File: config.mk
export PLATFORM = sky130hd
export DESIGN_NAME = jt900h_ramfetch
export DESIGN_NICKNAME = d
export VERILOG_FILES = /design/src/rtl/jt900h_ramfetch.sv
export SDC_FILE = /design/constraint.sdc
export NUM_CORES = 1
export LEC_CHECK = 0
export BUFFER_PORTS_ARGS = -buffer_cell sky130_fd_sc_hd__buf_2
export CORE_ASPECT_RATIO = 0.6
export CORE_MARGIN = 2
export CORE_UTILIZATION = 58
export DETAILED_ROUTE_END_ITERATION = 6
export PLACE_DENSITY = 0.87
export RECOVER_POWER = 100
export SKIP_LAST_GASP = 1
export SLEW_MARGIN = 20
export SYNTH_ARGS = -nofsm -noshare
export SYNTH_HDL_FRONTEND = slang
export SYNTH_SLANG_ARGS = --single-unit
File: constraint.sdc
create_clock -name clk -period 3.4 [get_ports clk]
set_clock_uncertainty 0.1 [all_clocks]
set_input_delay 0.51 -clock clk [delete_from_list [all_inputs] [get_ports clk]]
set_output_delay 0.51 -clock clk [all_outputs]
set_load 0.1 [all_outputs]
File: src/rtl/jt900h_ramfetch.sv
// Multi-channel byte-granular fetch unit over one shared 16-bit little-endian RAM port.
// A one-halfword reuse buffer skips re-reading the halfword shared by sequential fetches.
module jt900h_ramfetch #(
   parameter int unsigned NCH  = 2,
   parameter int unsigned AW   = 24,
   parameter int unsigned OUTW = 4,
   parameter int unsigned RR   = 0
) (
   input  logic              clk,
   input  logic              rst_n,
   input  logic              cen,
   input  logic [NCH-1:0]    req,
   input  logic [NCH*AW-1:0] addr,
   input  logic              inv,
   output logic [AW-1:0]     ram_addr,
   output logic              ram_cs,
   input  logic [15:0]       ram_dout,
   output logic [8*OUTW-1:0] dout,
   output logic [NCH-1:0]    rdy
);
   localparam int unsigned CW     = (NCH > 1) ? $clog2(NCH) : 1;
   localparam int unsigned K_EVEN = (OUTW + 1) / 2;
   localparam int unsigned K_ODD  = (OUTW + 2) / 2;
   localparam int unsigned IW     = $clog2(K_ODD + 1);
   localparam int unsigned ASMW   = 16 * K_ODD;

   localparam logic [1:0] ST_IDLE = 2'd0;
   localparam logic [1:0] ST_READ = 2'd1;
   localparam logic [1:0] ST_DONE = 2'd2;

   logic [1:0]        state_q, state_d;
   logic [CW-1:0]     ch_q, ch_d;
   logic              odd_q, odd_d;
   logic [IW-1:0]     cnt_q, cnt_d;
   logic [IW-1:0]     idx_q, idx_d;
   logic [ASMW-1:0]   asm_q, asm_d;
   logic              inv_seen_q, inv_seen_d;
   logic              buf_valid_q, buf_valid_d;
   logic [AW-1:0]     buf_addr_q, buf_addr_d;
   logic [15:0]       buf_data_q, buf_data_d;
   logic [CW-1:0]     rr_q, rr_d;
   logic [AW-1:0]     ram_addr_q, ram_addr_d;
   logic              ram_cs_q, ram_cs_d;
   logic [8*OUTW-1:0] dout_q, dout_d;
   logic [NCH-1:0]    rdy_q, rdy_d;

   logic              gnt_valid;
   logic [CW-1:0]     gnt_ch;
   logic [AW-1:0]     gnt_addr;
   logic [AW-1:0]     gnt_h0;
   logic [IW-1:0]     gnt_k;
   logic              gnt_hit;
   logic [ASMW-1:0]   asm_cap;
   logic [ASMW-1:0]   asm_fin;
   logic [ASMW-1:0]   asm_shift;

   // i-th candidate in search order: fixed from 0, or rotating from the channel after rr_q
   function automatic logic [CW-1:0] cand(input logic [CW-1:0] ptr, input int unsigned i);
      int unsigned c;
      if (RR != 0) c = (32'(ptr) + 32'd1 + i) % NCH;
      else         c = i;
      return CW'(c);
   endfunction

   // Arbitration and per-grant address setup
   always_comb begin
      gnt_valid = 1'b0;
      gnt_ch    = '0;
      for (int unsigned i = 0; i < NCH; i++) begin
         if (!gnt_valid && req[cand(rr_q, i)]) begin
            gnt_valid = 1'b1;
            gnt_ch    = cand(rr_q, i);
         end
      end
      gnt_addr = '0;
      for (int unsigned i = 0; i < NCH; i++) begin
         if (gnt_ch == CW'(i)) gnt_addr = addr[i*AW +: AW];
      end
      gnt_h0  = {gnt_addr[AW-1:1], 1'b0};
      gnt_k   = gnt_addr[0] ? IW'(K_ODD) : IW'(K_EVEN);
      gnt_hit = buf_valid_q && !inv && (buf_addr_q == gnt_h0);
   end

   // Assembly with the current RAM halfword merged in, then byte-aligned
   always_comb begin
      asm_cap = asm_q;
      for (int unsigned j = 0; j < K_ODD; j++) begin
         if (idx_q == IW'(j)) asm_cap[j*16 +: 16] = ram_dout;
      end
      asm_fin   = (cnt_q == '0) ? asm_q : asm_cap;
      asm_shift = odd_q ? (asm_fin >> 8) : asm_fin;
   end

   always_comb begin
      state_d     = state_q;
      ch_d        = ch_q;
      odd_d       = odd_q;
      cnt_d       = cnt_q;
      idx_d       = idx_q;
      asm_d       = asm_q;
      inv_seen_d  = inv_seen_q;
      buf_valid_d = buf_valid_q;
      buf_addr_d  = buf_addr_q;
      buf_data_d  = buf_data_q;
      rr_d        = rr_q;
      ram_addr_d  = ram_addr_q;
      ram_cs_d    = ram_cs_q;
      dout_d      = dout_q;
      rdy_d       = rdy_q;
      if (cen) begin
         rdy_d = '0;
         if (inv) begin
            buf_valid_d = 1'b0;
            inv_seen_d  = 1'b1;
         end
         case (state_q)
            ST_IDLE: begin
               if (gnt_valid) begin
                  ch_d       = gnt_ch;
                  rr_d       = gnt_ch;
                  odd_d      = gnt_addr[0];
                  inv_seen_d = inv;
                  asm_d      = '0;
                  state_d    = ST_READ;
                  if (gnt_hit) begin
                     asm_d[15:0] = buf_data_q;
                     idx_d       = IW'(1);
                     cnt_d       = gnt_k - IW'(1);
                     ram_addr_d  = gnt_h0 + AW'(2);
                     ram_cs_d    = (gnt_k != IW'(1));
                  end else begin
                     idx_d      = '0;
                     cnt_d      = gnt_k;
                     ram_addr_d = gnt_h0;
                     ram_cs_d   = 1'b1;
                  end
               end
            end
            ST_READ: begin
               if (cnt_q != '0) begin
                  asm_d = asm_cap;
                  idx_d = idx_q + IW'(1);
                  cnt_d = cnt_q - IW'(1);
                  if (cnt_q != IW'(1)) ram_addr_d = ram_addr_q + AW'(2);
               end
               // Last capture, or a fetch fully served by the reuse buffer
               if (cnt_q <= IW'(1)) begin
                  ram_cs_d = 1'b0;
                  dout_d   = asm_shift[8*OUTW-1:0];
                  rdy_d    = NCH'(1) << ch_q;
                  state_d  = ST_DONE;
                  if (cnt_q == IW'(1)) begin
                     buf_addr_d  = ram_addr_q;
                     buf_data_d  = ram_dout;
                     buf_valid_d = !(inv_seen_q || inv);
                  end
               end
            end
            ST_DONE: state_d = ST_IDLE;
            default: state_d = ST_IDLE;
         endcase
      end
   end

   always_ff @(posedge clk or negedge rst_n) begin
      if (!rst_n) begin
         state_q     <= ST_IDLE;
         ch_q        <= '0;
         odd_q       <= 1'b0;
         cnt_q       <= '0;
         idx_q       <= '0;
         asm_q       <= '0;
         inv_seen_q  <= 1'b0;
         buf_valid_q <= 1'b0;
         buf_addr_q  <= '0;
         buf_data_q  <= '0;
         rr_q        <= CW'(NCH - 1);
         ram_addr_q  <= '0;
         ram_cs_q    <= 1'b0;
         dout_q      <= '0;
         rdy_q       <= '0;
      end else begin
         state_q     <= state_d;
         ch_q        <= ch_d;
         odd_q       <= odd_d;
         cnt_q       <= cnt_d;
         idx_q       <= idx_d;
         asm_q       <= asm_d;
         inv_seen_q  <= inv_seen_d;
         buf_valid_q <= buf_valid_d;
         buf_addr_q  <= buf_addr_d;
         buf_data_q  <= buf_data_d;
         rr_q        <= rr_d;
         ram_addr_q  <= ram_addr_d;
         ram_cs_q    <= ram_cs_d;
         dout_q      <= dout_d;
         rdy_q       <= rdy_d;
      end
   end

   assign ram_addr = ram_addr_q;
   assign ram_cs   = ram_cs_q;
   assign dout     = dout_q;
   assign rdy      = rdy_q;
endmodule

# Word-level counts from Yosys, hierarchy flattened
# Cells that the tools add are included.
# classes
add_sub_neg,5
n_reduce_logical,19
order_cmp,1
muxes,43
shift,1
eq_ne,11
# op_table
op,n
24-bit two-way mux,5
48-bit two-way mux,2
48-bit case mux with 2 select lines,1
16-bit two-way mux,4
"24-bit by 2-bit adder with 24-bit output, second input constant",2
24-bit case mux with 2 select lines,1
40-bit two-way mux,1
32-bit two-way mux,1
24-bit equality test,1
2-bit two-way mux,9
1-bit two-way mux,15
2-bit case mux with 2 select lines,3
4-bit AND reduction,3
3-bit AND reduction,3
"2-bit != test, second input constant",4
"2-bit by 1-bit equality test with 1-bit output, second input constant",3
2-bit logical NOT,3
5-bit AND reduction,1
"2-bit by 1-bit != test with 1-bit output, second input constant",2
2-bit nonzero test,2
"2-bit by 1-bit subtractor with 2-bit output, second input constant",2
1-bit logical AND,3
1-bit logical NOT,3
"2-bit by 1-bit adder with 2-bit output, second input constant",1
5 further kinds,5
# totals
ff_bits,157
input_bits,70

# Depth between registers and ports, before layout
# Gate-level depths: netlist (run 1).
# logic_depth
word_depth,10
depth_mapped,13
depth_no_buf,10

# Worst setup path before layout (run 1)
# No wires, ideal clock.
# synth_path
path_type,input-to-reg
from,input req[1]
to,"register ram_addr_q[23], in the netlist ram_addr[23]"
path_slack_ns,0.277
cell_stages,12
n_path_buf,3
t_arrival_ns,2.857
cell_sequence,nor2b_4 buf_8 buf_8 clkbuf_1 nand2_1 o21ai_0 ha_1 nand4_2 or4b_1 nor4_1 xor2_1 o221ai_1
# synth_between
elab_chain_cells,8
elab_cells_between_ends,12
classes_between,1 x add/sub; 2 x eq/ne; 6 x mux; 3 x reduce/logical
# synth_lines
item,line_no,rtl
start: declaration,12,"input logic [NCH-1:0] req,"
1-bit logical AND *,70,"if (!gnt_valid && req[cand(rr_q, i)]) begin"
branches (longest 7 deep; another with 24-bit by 2-bit adder with 24-bit output),n/a,
end signal: assignment,194,ram_addr_q <= ram_addr_d;
end: declaration,42,"logic [AW-1:0] ram_addr_q, ram_addr_d;"
# Mark *: on every way between the ends. The select of a mux whose other input is x is not followed.
# A chain may end at the register's enable or synchronous reset.

# Worst setup path in the final report (run 1)
# layout_path
from,input req[0]
to,"register ram_addr_q[13], in the netlist ram_addr[13]"
# layout_between
elab_chain_cells,10
elab_cells_between_ends,14
classes_between,1 x add/sub; 2 x eq/ne; 7 x mux; 4 x reduce/logical
# layout_lines
item,line_no
1-bit two-way mux *,70
branches (longest 9 deep; another with 24-bit by 2-bit adder with 24-bit output),n/a
# Marked as above.

==> results of run 1 <==
==> layout make-up <==
| class | instances | area (µm²) |
|---|---|---|
| Timing Repair Buffer | 163 | 867 |
| Multi-Input combinational cell | 648 | 4430 |
| Sequential cell | 147 | 3680 |
| Fill cell | 1120 | 4470 |
| Clock inverter | 9 | 135 |
| Tap cell | 198 | 248 |
| Clock buffer | 19 | 443 |
| Inverter | 28 | 105 |
==> power groups by stage <==
stage / Clock, W / Sequential, W / Combinational (W)
finish: 0.00187 / 0.00335 / 0.00579
global route: 0.00196 / 0.00343 / 0.00614
CTS: 0.00188 / 0.00330 / 0.00581
detailed placement: 0 / 0.00330 / 0.00574
global placement: 0 / 0.00326 / 0.00565
floorplan: 0 / 0.00513 / 0.00246
==> kinds of logic (layout without fill, tap and decap cells) <==
logic type	after synthesis	after routing	share of synthesized area, %
simple gates	277	277	15.8
other cells	1	1	0.0443
flops	147	147	43.5
xor+xnor	36	36	3.73
compound gates	217	217	17.6
mux	109	109	14.2
buf+inv	78	219	3.93
fa+ha+maj	8	8	1.18
==> cells in the mapped netlist, types with 2 or more instances <==
master     instances
a2111oi_0          2
a2111oi_4          4
a211o_1            3
a211oi_1           2
a21oi_1           26
a222oi_1           2
a22o_1            25
a22oi_1           22
a31oi_1            9
and3_1            14
buf_1             10
buf_2              2
buf_4              2
buf_8              2
clkbuf_1          33
dfrtp_1          147
ha_1               8
inv_1             28
mux2_2            66
mux2i_1           40
mux2i_4            2
nand2_1          134
nand2b_1          11
nand3_1           24
nand3_2            2
nand3b_1           2
nand4_1            5
nor2_1            40
nor2b_1            7
nor3_1             9
nor3_2             4
nor3b_1            2
nor4_1             8
o211a_1            2
o21a_1             2
o21ai_0           78
o21ai_1            5
o221ai_1          10
o22ai_1           11
o31ai_1            3
or2_2              3
or3_1              2
xnor2_1           13
xor2_1            23
==> routing by layer <==
metal  vias up  share of wire, %  GRT usage (%)
li1       3417                 -              -
met1      3803                44           52.9
met2       525                40           47.2
met3        53                14           13.2
met4         0               1.4           8.80
met5         -                 0              0
==> metrics by stage <==
step	instances	instance area (µm²)	hold slack, ns
floorplan	873	8460	0.114
global placement	1184	9470	0.344
detailed placement	1184	9470	0.355
CTS	1212	10000	0.0786
global route	1212	9910	0.223
finish	1212	9910	0.202
==> flip-flops by register name, summed over array words and instances (netlist names) <==
name / cells
dout: 32
ram_cs: 1
buf_valid_q: 1
buf_addr_q: 23
cnt_q: 2
ram_addr: 23
rdy: 2
state_q: 2
buf_data_q: 16
asm_q: 40
idx_q: 2
odd_q: 1
inv_seen_q: 1
ch_q: 1
==> path summary, 6_finish.rpt <==
check / from / cells after the start / to
max: req[0] / 10 / ram_addr[13]$_DFFE_PN0P_
min: inv / 2 / buf_valid_q$_DFFE_PN0P_
max reg2reg: buf_addr_q[22]$_DFFE_PN0P_ / 9 / ram_addr[13]$_DFFE_PN0P_
min reg2reg: buf_data_q[4]$_DFFE_PN0P_ / 2 / asm_q[4]$_DFFE_PN0P_
max in group asynchronous: rst_n / 2 / state_q[1]$_DFFE_PN0P_
min in group asynchronous: rst_n / 1 / buf_addr_q[9]$_DFFE_PN0P_
==> impl_metrics.py, run 1 <==
metrics = {
    "power": {
        "sw_pwr_w": 0.00576,
        "part_of_the_total_power_dissipated_in_sequential_elements_pct": 30.4,
        "pwr-share-comb_pct": 52.6,
        "ir_worst_vdd_uv": 900,
        "swShare_pct": 52.3,
        "cellPowerDensity_nw_per_um2": 1110,
        "leakagePower_nw": 4.50,
        "design_power_total_w": 0.0110,
        "clock_power_share_pct": 17.0,
        "internal_power_w": 0.00526,
    },
    "logic_synthesis": {
        "post_synth_num_cell_types": 68,
        "post_synthesis_cells": 873,
        "mappedNetlistArea_um2": 8460,
        "yosys_warnings": 0,
        "postSynth.asyncResetShare_pct": 100,
        "synth_flop_cell": "dfrtp_1",
        "synth_seq_area_share_pct": 43.5,
        "synth_largest_type_area_fraction_pct": 43.5,
        "synth-edff-count": 0,
        "synthesis.area_per_instance_um2": 9.69,
        "synth_area_leaders": "dfrtp_1 (43%), mux2_2 (8.8%), nand2_1 (5.9%)",
        "flip_flop_and_latch_count_after_synthesis": 147,
        "syn-num-nets": 951,
        "netlist.top_cell.by_area": "dfrtp_1",
    },
    "run_status": {
        "status": "finished, violations left",
        "violations": "max-capacitance violations, max-slew violations",
    },
    "placed_design": {
        "detailedPlace.worstSlack_ns": 0.0116,
        "port-buffer-count": 127,
        "detailedPlacementHpwl_mm": 19.2,
        "place_congestion": 1.06,
    },
    "grt": {
        "global_route.overflow_total": 0,
        "global_route.usage.total_pct": 35.1,
        "global_route_wire_length_before_repair_mm": 42.1,
        "grt_start_max_net_pins": 88,
        "initial_antenna_violation_count": 0,
        "grt_pass1_vias": 7511,
    },
    "critical_path": {
        "end_kind": "flop",
        "arrival_time_reported_for_the_critical_path_endpoint_ns": 3.41,
        "path_delay_family": "simple AND/OR/NAND/NOR gates",
        "critical_path.cell_chain": "buf_2 -> nor2b_4 -> mux2i_1 -> xnor2_1 -> nor4_2 -> nand4_4 -> buf_4 -> nor3_1 -> a21oi_1 -> a311oi_1",
        "crit_fanout": 21,
        "worst-setup-path-type": "input pin to flop",
        "worst-r2r-setup-slack_ns": 0.29,
        "start_kind": "input pin",
        "cp_num_buf_inv": 2,
        "crit_required_ns": 3.61,
        "max_stage_delay_ns": 0.55,
        "timing.critical_path.slowest_stage_cell": "nor2b_4",
    },
    "clock_tree": {
        "cts_hold_buffers": 0,
        "cts_root_buffer": "clkbuf_16",
        "tritoncts_clock_tree": "done",
        "cts-resized-gates": 0,
        "cts_max_level": 4,
        "clkLatencyLatePin_ns": 0.43,
        "post_cts.repair.setup_buffers": 0,
        "cts_inserted_buffers": 17,
        "cts_num_sinks": 147,
        "cts-root-to-sink-buffers": 2,
        "path_clk_slew_ns": 0.06,
    },
    "timing": {
        "setup-tns-final_ns": 0,
        "worst_pin_slew_ns": 2.20,
        "layout_worst_path_cycle_share_pct": 94.1,
        "final-max-slew-violation-count": 88,
        "slew_headroom_pct": -46.6,
        "report.final.hold_viol_count": 0,
        "fmax_ghz": 0.312,
        "minimum_setup_slack_in_the_final_design_ns": 0.199,
        "setup_violations": 0,
        "period_needed_ns": 3.20,
        "setup_repair_after_global_routing_missed_its_margin": "false",
    },
    "route": {
        "firstDrtPassIters": 6,
        "routed_wl_mm": 26.7,
        "wl_per_cell_um": 22.0,
        "post-route-drc-count": 0,
        "detailroute.via_count": 7798,
        "avgViaCountPerCell": 6.43,
        "drt_first_iter_violations": 916,
        "ant_nets": 0,
    },
    "layout": {
        "insertedDiodeCount": 0,
        "drive_above_1_share_pct": 21.2,
        "flow.area_growth_from_synthesis_pct": 17.2,
        "layout.cells.most_common_list": "dfrtp_1 (147), nand2_1 (134), o21ai_0 (79)",
        "postLayoutCoreUtil_pct": 68.9,
        "layout_commonest_cell": "dfrtp_1",
        "nets": 1083,
    },
    "die": {
        "initial_core_util_pct": 58.8,
        "total_die_area_um2": 15600,
        "floorplan_die_height_um": 97.5,
        "ios": 129,
        "rows": 34,
        "dieWidth_um": 160,
        "design.core.area_um2": 14400,
    },
    "hold_path": {
        "timing.hold.worst.class": "input pin to flop",
    },
    "job": {
        "max-cap-violations": 1,
    },
}
No activity file was read; power rests on OpenSTA's default activity.
==> inputs of run 2 (changes only) <==
--- a/config.mk
+++ b/config.mk
@@ -7,7 +7,7 @@
 export LEC_CHECK = 0
 export BUFFER_PORTS_ARGS = -buffer_cell sky130_fd_sc_hd__buf_2
 export CORE_ASPECT_RATIO = 0.6
-export CORE_MARGIN = 2
+export CORE_MARGIN = 8
 export CORE_UTILIZATION = 58
 export DETAILED_ROUTE_END_ITERATION = 6
 export PLACE_DENSITY = 0.87
==> run 2 against run 1 <==
- flip-flop and latch count is the same
- the run ends with design-rule violations, max-capacitance violations, max-slew violations left
- fmax decreased by 1.3%
- power is 0.82% higher
- utilization shrank 0.052 points
- design area barely moved
- combinational power barely moved
- register-to-register slack worse by 0.13 ns
- die area rose by 21%
- count of clock-buffer cells in the layout grew 2
- routed wire length is 3.1% higher
==> impl_metrics.py, run 2 (same netlist as run 1, synthesis figures left out) <==
metrics = {
    "die": {
        "initial_core_util_pct": 58.8,
        "design.core.area_um2": 14400,
        "floorplan_die_height_um": 110,
        "rows": 34,
        "total_die_area_um2": 18800,
        "ios": 129,
        "dieWidth_um": 172,
    },
    "critical_path": {
        "max_stage_delay_ns": 0.53,
        "r2r_start": "buf_addr_q[12]$_DFFE_PN0P_",
        "crit_required_ns": 3.58,
        "start_kind": "flop",
        "dominant_cell_type_by_count_on_the_critical_path": "buf_4",
        "critical_path.cell_chain": "nor2b_1 -> a2111oi_1 -> buf_4 -> nand3_2 -> a2111oi_4 -> nand4_4 -> buf_4 -> o31ai_1 -> o221ai_1",
        "crit_fanout": 13,
        "worst-r2r-cell-count": 9,
        "path_delay_family": "compound AO/OA/AOI/OAI gates",
        "worst-r2r-setup-slack_ns": 0.16,
        "timing.critical_path.slowest_stage_cell": "dfrtp_1",
        "arrival_time_reported_for_the_critical_path_endpoint_ns": 3.42,
        "cp_num_buf_inv": 2,
        "end_kind": "flop",
        "worst-setup-path-type": "flop to flop",
        "timing.rr.end": "ram_addr[8]$_DFFE_PN0P_",
    },
    "job": {
        "max-cap-violations": 1,
    },
    "clock_tree": {
        "clkLatencyLatePin_ns": 0.43,
        "cts_inserted_buffers": 17,
        "post_cts.repair.setup_buffers": 0,
        "path_clk_slew_ns": 0.07,
        "tritoncts_clock_tree": "done",
        "cts_hold_buffers": 0,
        "cts_max_level": 4,
        "cts-root-to-sink-buffers": 2,
        "cts_root_buffer": "clkbuf_16",
        "cts_num_sinks": 147,
        "cts-resized-gates": 0,
    },
    "layout": {
        "post_layout_instance_count_excluding_filler_cells": 1214,
        "flow.area_growth_from_synthesis_pct": 17.1,
        "layout_commonest_cell": "dfrtp_1",
        "insertedDiodeCount": 0,
        "postLayoutCoreUtil_pct": 68.9,
        "largest_register_ffs": 40,
        "nets": 1081,
        "drive_above_1_share_pct": 21.4,
        "layout.cells.most_common_list": "dfrtp_1 (147), nand2_1 (134), o21ai_0 (79)",
        "regMostFlops": "asm_q",
    },
    "power": {
        "swShare_pct": 52.8,
        "leakagePower_nw": 4.51,
        "ir_worst_vdd_uv": 778,
        "design_power_total_w": 0.0111,
        "internal_power_w": 0.00524,
        "clock_power_share_pct": 17.8,
        "pwr-share-comb_pct": 52.1,
        "part_of_the_total_power_dissipated_in_sequential_elements_pct": 30.2,
        "cellPowerDensity_nw_per_um2": 1120,
        "sw_pwr_w": 0.00587,
    },
    "route": {
        "firstDrtPassIters": 7,
        "routed_wl_mm": 27.5,
        "avgViaCountPerCell": 6.46,
        "detailroute.via_count": 7841,
        "ant_nets": 0,
        "wl_per_cell_um": 22.7,
        "post-route-drc-count": 2,
        "drt_first_iter_violations": 1235,
    },
    "run_status": {
        "violations": "design-rule violations, max-capacitance violations, max-slew violations",
        "status": "finished, violations left",
    },
    "timing": {
        "final-max-slew-violation-count": 70,
        "setup_repair_after_global_routing_missed_its_margin": "false",
        "slew_headroom_pct": -20.6,
        "report.final.hold_viol_count": 0,
        "worst_pin_slew_ns": 1.81,
        "minimum_setup_slack_in_the_final_design_ns": 0.156,
        "period_needed_ns": 3.24,
        "fmax_ghz": 0.308,
        "layout_worst_path_cycle_share_pct": 95.4,
        "setup_violations": 0,
        "setup-tns-final_ns": 0,
    },
    "hold_path": {
        "worstHoldStart": "inv",
        "timing.hold.worst.class": "input pin to flop",
        "hold_path_end": "buf_valid_q$_DFFE_PN0P_",
        "min_delay_path_depth": 2,
    },
    "placed_design": {
        "detailedPlace.worstSlack_ns": -0.00903,
        "detailedPlacementHpwl_mm": 20.0,
        "dp_cells": 1182,
        "place_congestion": 0.993,
        "port-buffer-count": 127,
    },
    "grt": {
        "initial_antenna_violation_count": 0,
        "grt_pass1_vias": 7599,
        "grt_start_max_net_pins": 80,
        "global_route_wire_length_before_repair_mm": 42.5,
        "global_route.usage.total_pct": 29.5,
        "global_route.overflow_total": 0,
    },
}
-- run 2: cell count changes in the layout (fill, tap and decap cells not counted), sizes merged --
cell      change
inv           +7
buf           -2
clkbuf        +2
clkinv        -2
clkinvlp      -2
bufinv        -1
-- run 2: worst max path at each step --
stage	start	end	slack, ns	depth (start not counted)
floorplan	req[1]	ram_addr[23]$_DFFE_PN0P_	0.28	12
global placement	req[0]	ram_addr[13]$_DFFE_PN0P_	0.04	11
detailed placement	req[0]	ram_addr[13]$_DFFE_PN0P_	-0.009	10
CTS	buf_addr_q[12]$_DFFE_PN0P_	ram_addr[8]$_DFFE_PN0P_	0.21	9
global route	req[0]	ram_addr[13]$_DFFE_PN0P_	0.04	10
finish	buf_addr_q[12]$_DFFE_PN0P_	ram_addr[8]$_DFFE_PN0P_	0.16	9
-- run 2: per-stage QoR --
step                hold slack (ns)  area, µm²
finish                        0.193       9900
global route                  0.192       9900
CTS                          0.0270      10000
detailed placement            0.355       9440
global placement              0.344       9440
floorplan                     0.114       8460
-- run 2: final cells by class --
cell class / instances / area [µm²]
Fill cell: 1128 / 4480
Multi-Input combinational cell: 648 / 4430
Sequential cell: 147 / 3680
Timing Repair Buffer: 161 / 833
Clock buffer: 21 / 470
Tap cell: 198 / 248
Clock inverter: 11 / 138
Inverter: 28 / 105
-- run 2: routing by layer --
| layer | track usage, % | share of wire [%] | routed length, µm |
|---|---|---|---|
| met1 | 42.3 | 43 | 11800 |
| met5 | 0 | 0 | 0 |
| met4 | 5.76 | 1.4 | 398 |
| met2 | 40.6 | 40 | 11000 |
| met3 | 13.2 | 16 | 4350 |
-- run 2: power by group through the flow --
stage | clock network, W | logic [W] | registers [W]
detailed placement | 0 | 0.00576 | 0.00331
finish | 0.00197 | 0.00578 | 0.00335
CTS | 0.00197 | 0.00582 | 0.00330
floorplan | 0 | 0.00246 | 0.00513
global placement | 0 | 0.00565 | 0.00328
global route | 0.00204 | 0.00611 | 0.00343
==> inputs of run 3 (changes only) <==
--- a/config.mk
+++ b/config.mk
@@ -9,9 +9,11 @@
 export CORE_ASPECT_RATIO = 0.6
 export CORE_MARGIN = 8
 export CORE_UTILIZATION = 58
+export CTS_CLUSTER_DIAMETER = 80
 export DETAILED_ROUTE_END_ITERATION = 6
 export PLACE_DENSITY = 0.87
 export RECOVER_POWER = 100
+export SETUP_SLACK_MARGIN = 0.5
 export SKIP_LAST_GASP = 1
 export SLEW_MARGIN = 20
 export SYNTH_ARGS = -nofsm -noshare
==> run 3 against run 2 <==
- the run ends with max-capacitance violations, max-slew violations left
- global-route usage down 0.28 points
- sequential power about the same
- clock power shrank 3%
- fmax up 7.0%
- power shrank 0.31%
- critical path depth rose by 2
- first-iteration DRC count fell by 21%
- combinational power up 0.7%
- flip-flop and latch count unchanged
- design area is 2.3% higher
- die area is the same
- critical path type is now input pin to flop
- largest power group unchanged
==> impl_metrics.py, run 3 (same netlist as run 1, synthesis figures left out) <==
metrics = {
    "critical_path": {
        "crit_start": "req[0]",
        "critical_path.cell_chain": "clkbuf_1 -> buf_4 -> nand2b_1 -> buf_12 -> mux2i_2 -> o2111ai_1 -> nor3_2 -> or4b_1 -> nor4_2 -> xor2_1 -> o221ai_1",
        "worst-r2r-setup-slack_ns": 0.57,
        "arrival_time_reported_for_the_critical_path_endpoint_ns": 3.18,
        "max_stage_delay_ns": 0.48,
        "worst-setup-path-type": "input pin to flop",
        "crit_required_ns": 3.55,
        "timing.critical_path.slowest_stage_cell": "or4b_1",
        "crit_fanout": 14,
        "start_kind": "input pin",
        "timing.rr.end": "dout[3]$_DFFE_PN0P_",
        "crit_path_end": "ram_addr[23]$_DFFE_PN0P_",
        "r2r_start": "cnt_q[1]$_DFFE_PN0P_",
        "end_kind": "flop",
        "worst-r2r-cell-count": 7,
    },
    "clock_tree": {
        "cts_inserted_buffers": 17,
        "clkLatencyLatePin_ns": 0.42,
        "cts_max_level": 4,
        "cts-root-to-sink-buffers": 2,
        "cts_root_buffer": "clkbuf_16",
        "path_clk_slew_ns": 0.07,
        "tritoncts_clock_tree": "done",
        "cts_num_sinks": 147,
    },
    "route": {
        "routed_wl_mm": 27.4,
        "detailroute.via_count": 7883,
        "wl_per_cell_um": 22.3,
        "ant_nets": 0,
        "post-route-drc-count": 0,
        "drt_first_iter_violations": 977,
        "avgViaCountPerCell": 6.41,
        "firstDrtPassIters": 5,
    },
    "timing": {
        "period_needed_ns": 3.03,
        "layout_worst_path_cycle_share_pct": 89.1,
        "worst_pin_slew_ns": 1.57,
        "setup_repair_after_global_routing_missed_its_margin": "false",
        "setup-tns-final_ns": 0,
        "fmax_ghz": 0.330,
        "report.final.hold_viol_count": 0,
        "setup_violations": 0,
        "slew_headroom_pct": -4.83,
        "final-max-slew-violation-count": 63,
    },
    "layout": {
        "nets": 1096,
        "insertedDiodeCount": 0,
        "fill_cells": 1096,
        "drive_above_1_share_pct": 23.8,
        "flow.area_growth_from_synthesis_pct": 19.7,
        "layout.cells.most_common_list": "dfrtp_1 (147), nand2_1 (134), o21ai_0 (77)",
        "layout_commonest_cell": "dfrtp_1",
        "largest_register_ffs": 40,
        "regMostFlops": "asm_q",
    },
    "power": {
        "leakagePower_nw": 4.57,
        "ir_worst_vdd_uv": 717,
        "cellPowerDensity_nw_per_um2": 1090,
        "design_power_total_w": 0.0111,
    },
    "grt": {
        "global_route.overflow_total": 0,
        "global_route.usage.total_pct": 29.3,
        "global_route_wire_length_before_repair_mm": 42.7,
        "initial_antenna_violation_count": 0,
        "grt_start_max_net_pins": 64,
        "grt_pass1_vias": 7644,
    },
    "run_status": {
        "status": "finished, violations left",
        "violations": "max-capacitance violations, max-slew violations",
    },
    "hold_path": {
        "worstHoldStart": "inv",
        "timing.hold.worst.class": "input pin to flop",
    },
    "die": {
        "floorplan_die_height_um": 110,
        "rows": 34,
        "dieWidth_um": 172,
        "initial_core_util_pct": 58.8,
        "ios": 129,
        "design.core.area_um2": 14400,
        "total_die_area_um2": 18800,
    },
    "placed_design": {
        "detailedPlacementHpwl_mm": 19.6,
        "port-buffer-count": 127,
        "place_congestion": 0.966,
    },
    "job": {
        "max-cap-violations": 1,
    },
}
[run 3: area by class of cell]
class / count / area [µm²] / share of cell area (%)
Inverter: 28 / 105 / 1.04
Timing Repair Buffer: 175 / 952 / 9.40
Sequential cell: 147 / 3680 / 36.3
Clock inverter: 15 / 169 / 1.67
Multi-Input combinational cell: 649 / 4550 / 44.9
Clock buffer: 17 / 425 / 4.20
Tap cell: 198 / 248 / 2.45
[run 3: stage by stage]
stage / setup WS (ns) / cell area [µm²] / hold WS (ns) / util, % / std cells
after global routing: 0.250 / 10100 / 0.210 / 70.4 / 1229
after floorplan: 0.508 / 8470 / 0.114 / - / 873
after CTS: 0.515 / 10100 / 0.200 / 70.2 / 1222
after detailed placement: 0.0147 / 9460 / 0.356 / 65.8 / 1185
final: 0.370 / 10100 / 0.206 / 70.4 / 1229
after global placement: 0.0943 / 9460 / 0.344 / 65.8 / 1185
[run 3: worst min path at each step]
stage / end / cells after the start / slack, ns
2_1_floorplan: asm_q[0]$_DFFE_PN0P_ / 0 / 0.11
3_3_place_gp: asm_q[5]$_DFFE_PN0P_ / 2 / 0.34
3_5_place_dp: asm_q[8]$_DFFE_PN0P_ / 2 / 0.36
4_1_cts: buf_valid_q$_DFFE_PN0P_ / 2 / 0.20
5_1_grt: buf_valid_q$_DFFE_PN0P_ / 2 / 0.21
6_report: buf_valid_q$_DFFE_PN0P_ / 2 / 0.21
[run 3: metal layers]
| layer | wire (µm) | track usage (%) | vias to the layer above |
|---|---|---|---|
| met3 | 4010 | 9.79 | 40 |
| met5 | 0 | 0 | - |
| met4 | 322 | 6.55 | 0 |
| li1 | - | - | 3446 |
| met2 | 11300 | 41.3 | 549 |
| met1 | 11700 | 42.8 | 3848 |
[run 3: worst max-delay path: cells and delay by family]
family	cells	cell delay [ns]
and+or+nand+nor	4	1.13
buffers and inverters	3	0.72
AOI/OAI and AO/OA	2	0.34
muxes	1	0.31
xor gates and xnor gates	1	0.17
[run 3: what timing repair did]
| item | CTS | global route |
|---|---|---|
| pin swaps | 0 | 2 |
| cloned | 1 | 0 |
| hold buffers | 1 | 0 |
| gates resized for setup | 1 | 15 |
| setup endpoints to repair | 24 | 41 |
| endpoints found under the hold margin | 21 | 0 |
| buffers inserted | 3 | 7 |
[run 3: power by group]
| group | total [W] | switching, W | internal, W | leakage [nW] |
|---|---|---|---|---|
| sequential | 0.00334 | 0.000799 | 0.00254 | 1.87 |
| clock | 0.00191 | 0.000806 | 0.00111 | 0.290 |
| combinational | 0.00582 | 0.00428 | 0.00154 | 2.40 |
| total | 0.0111 | 0.00588 | 0.00519 | 4.57 |
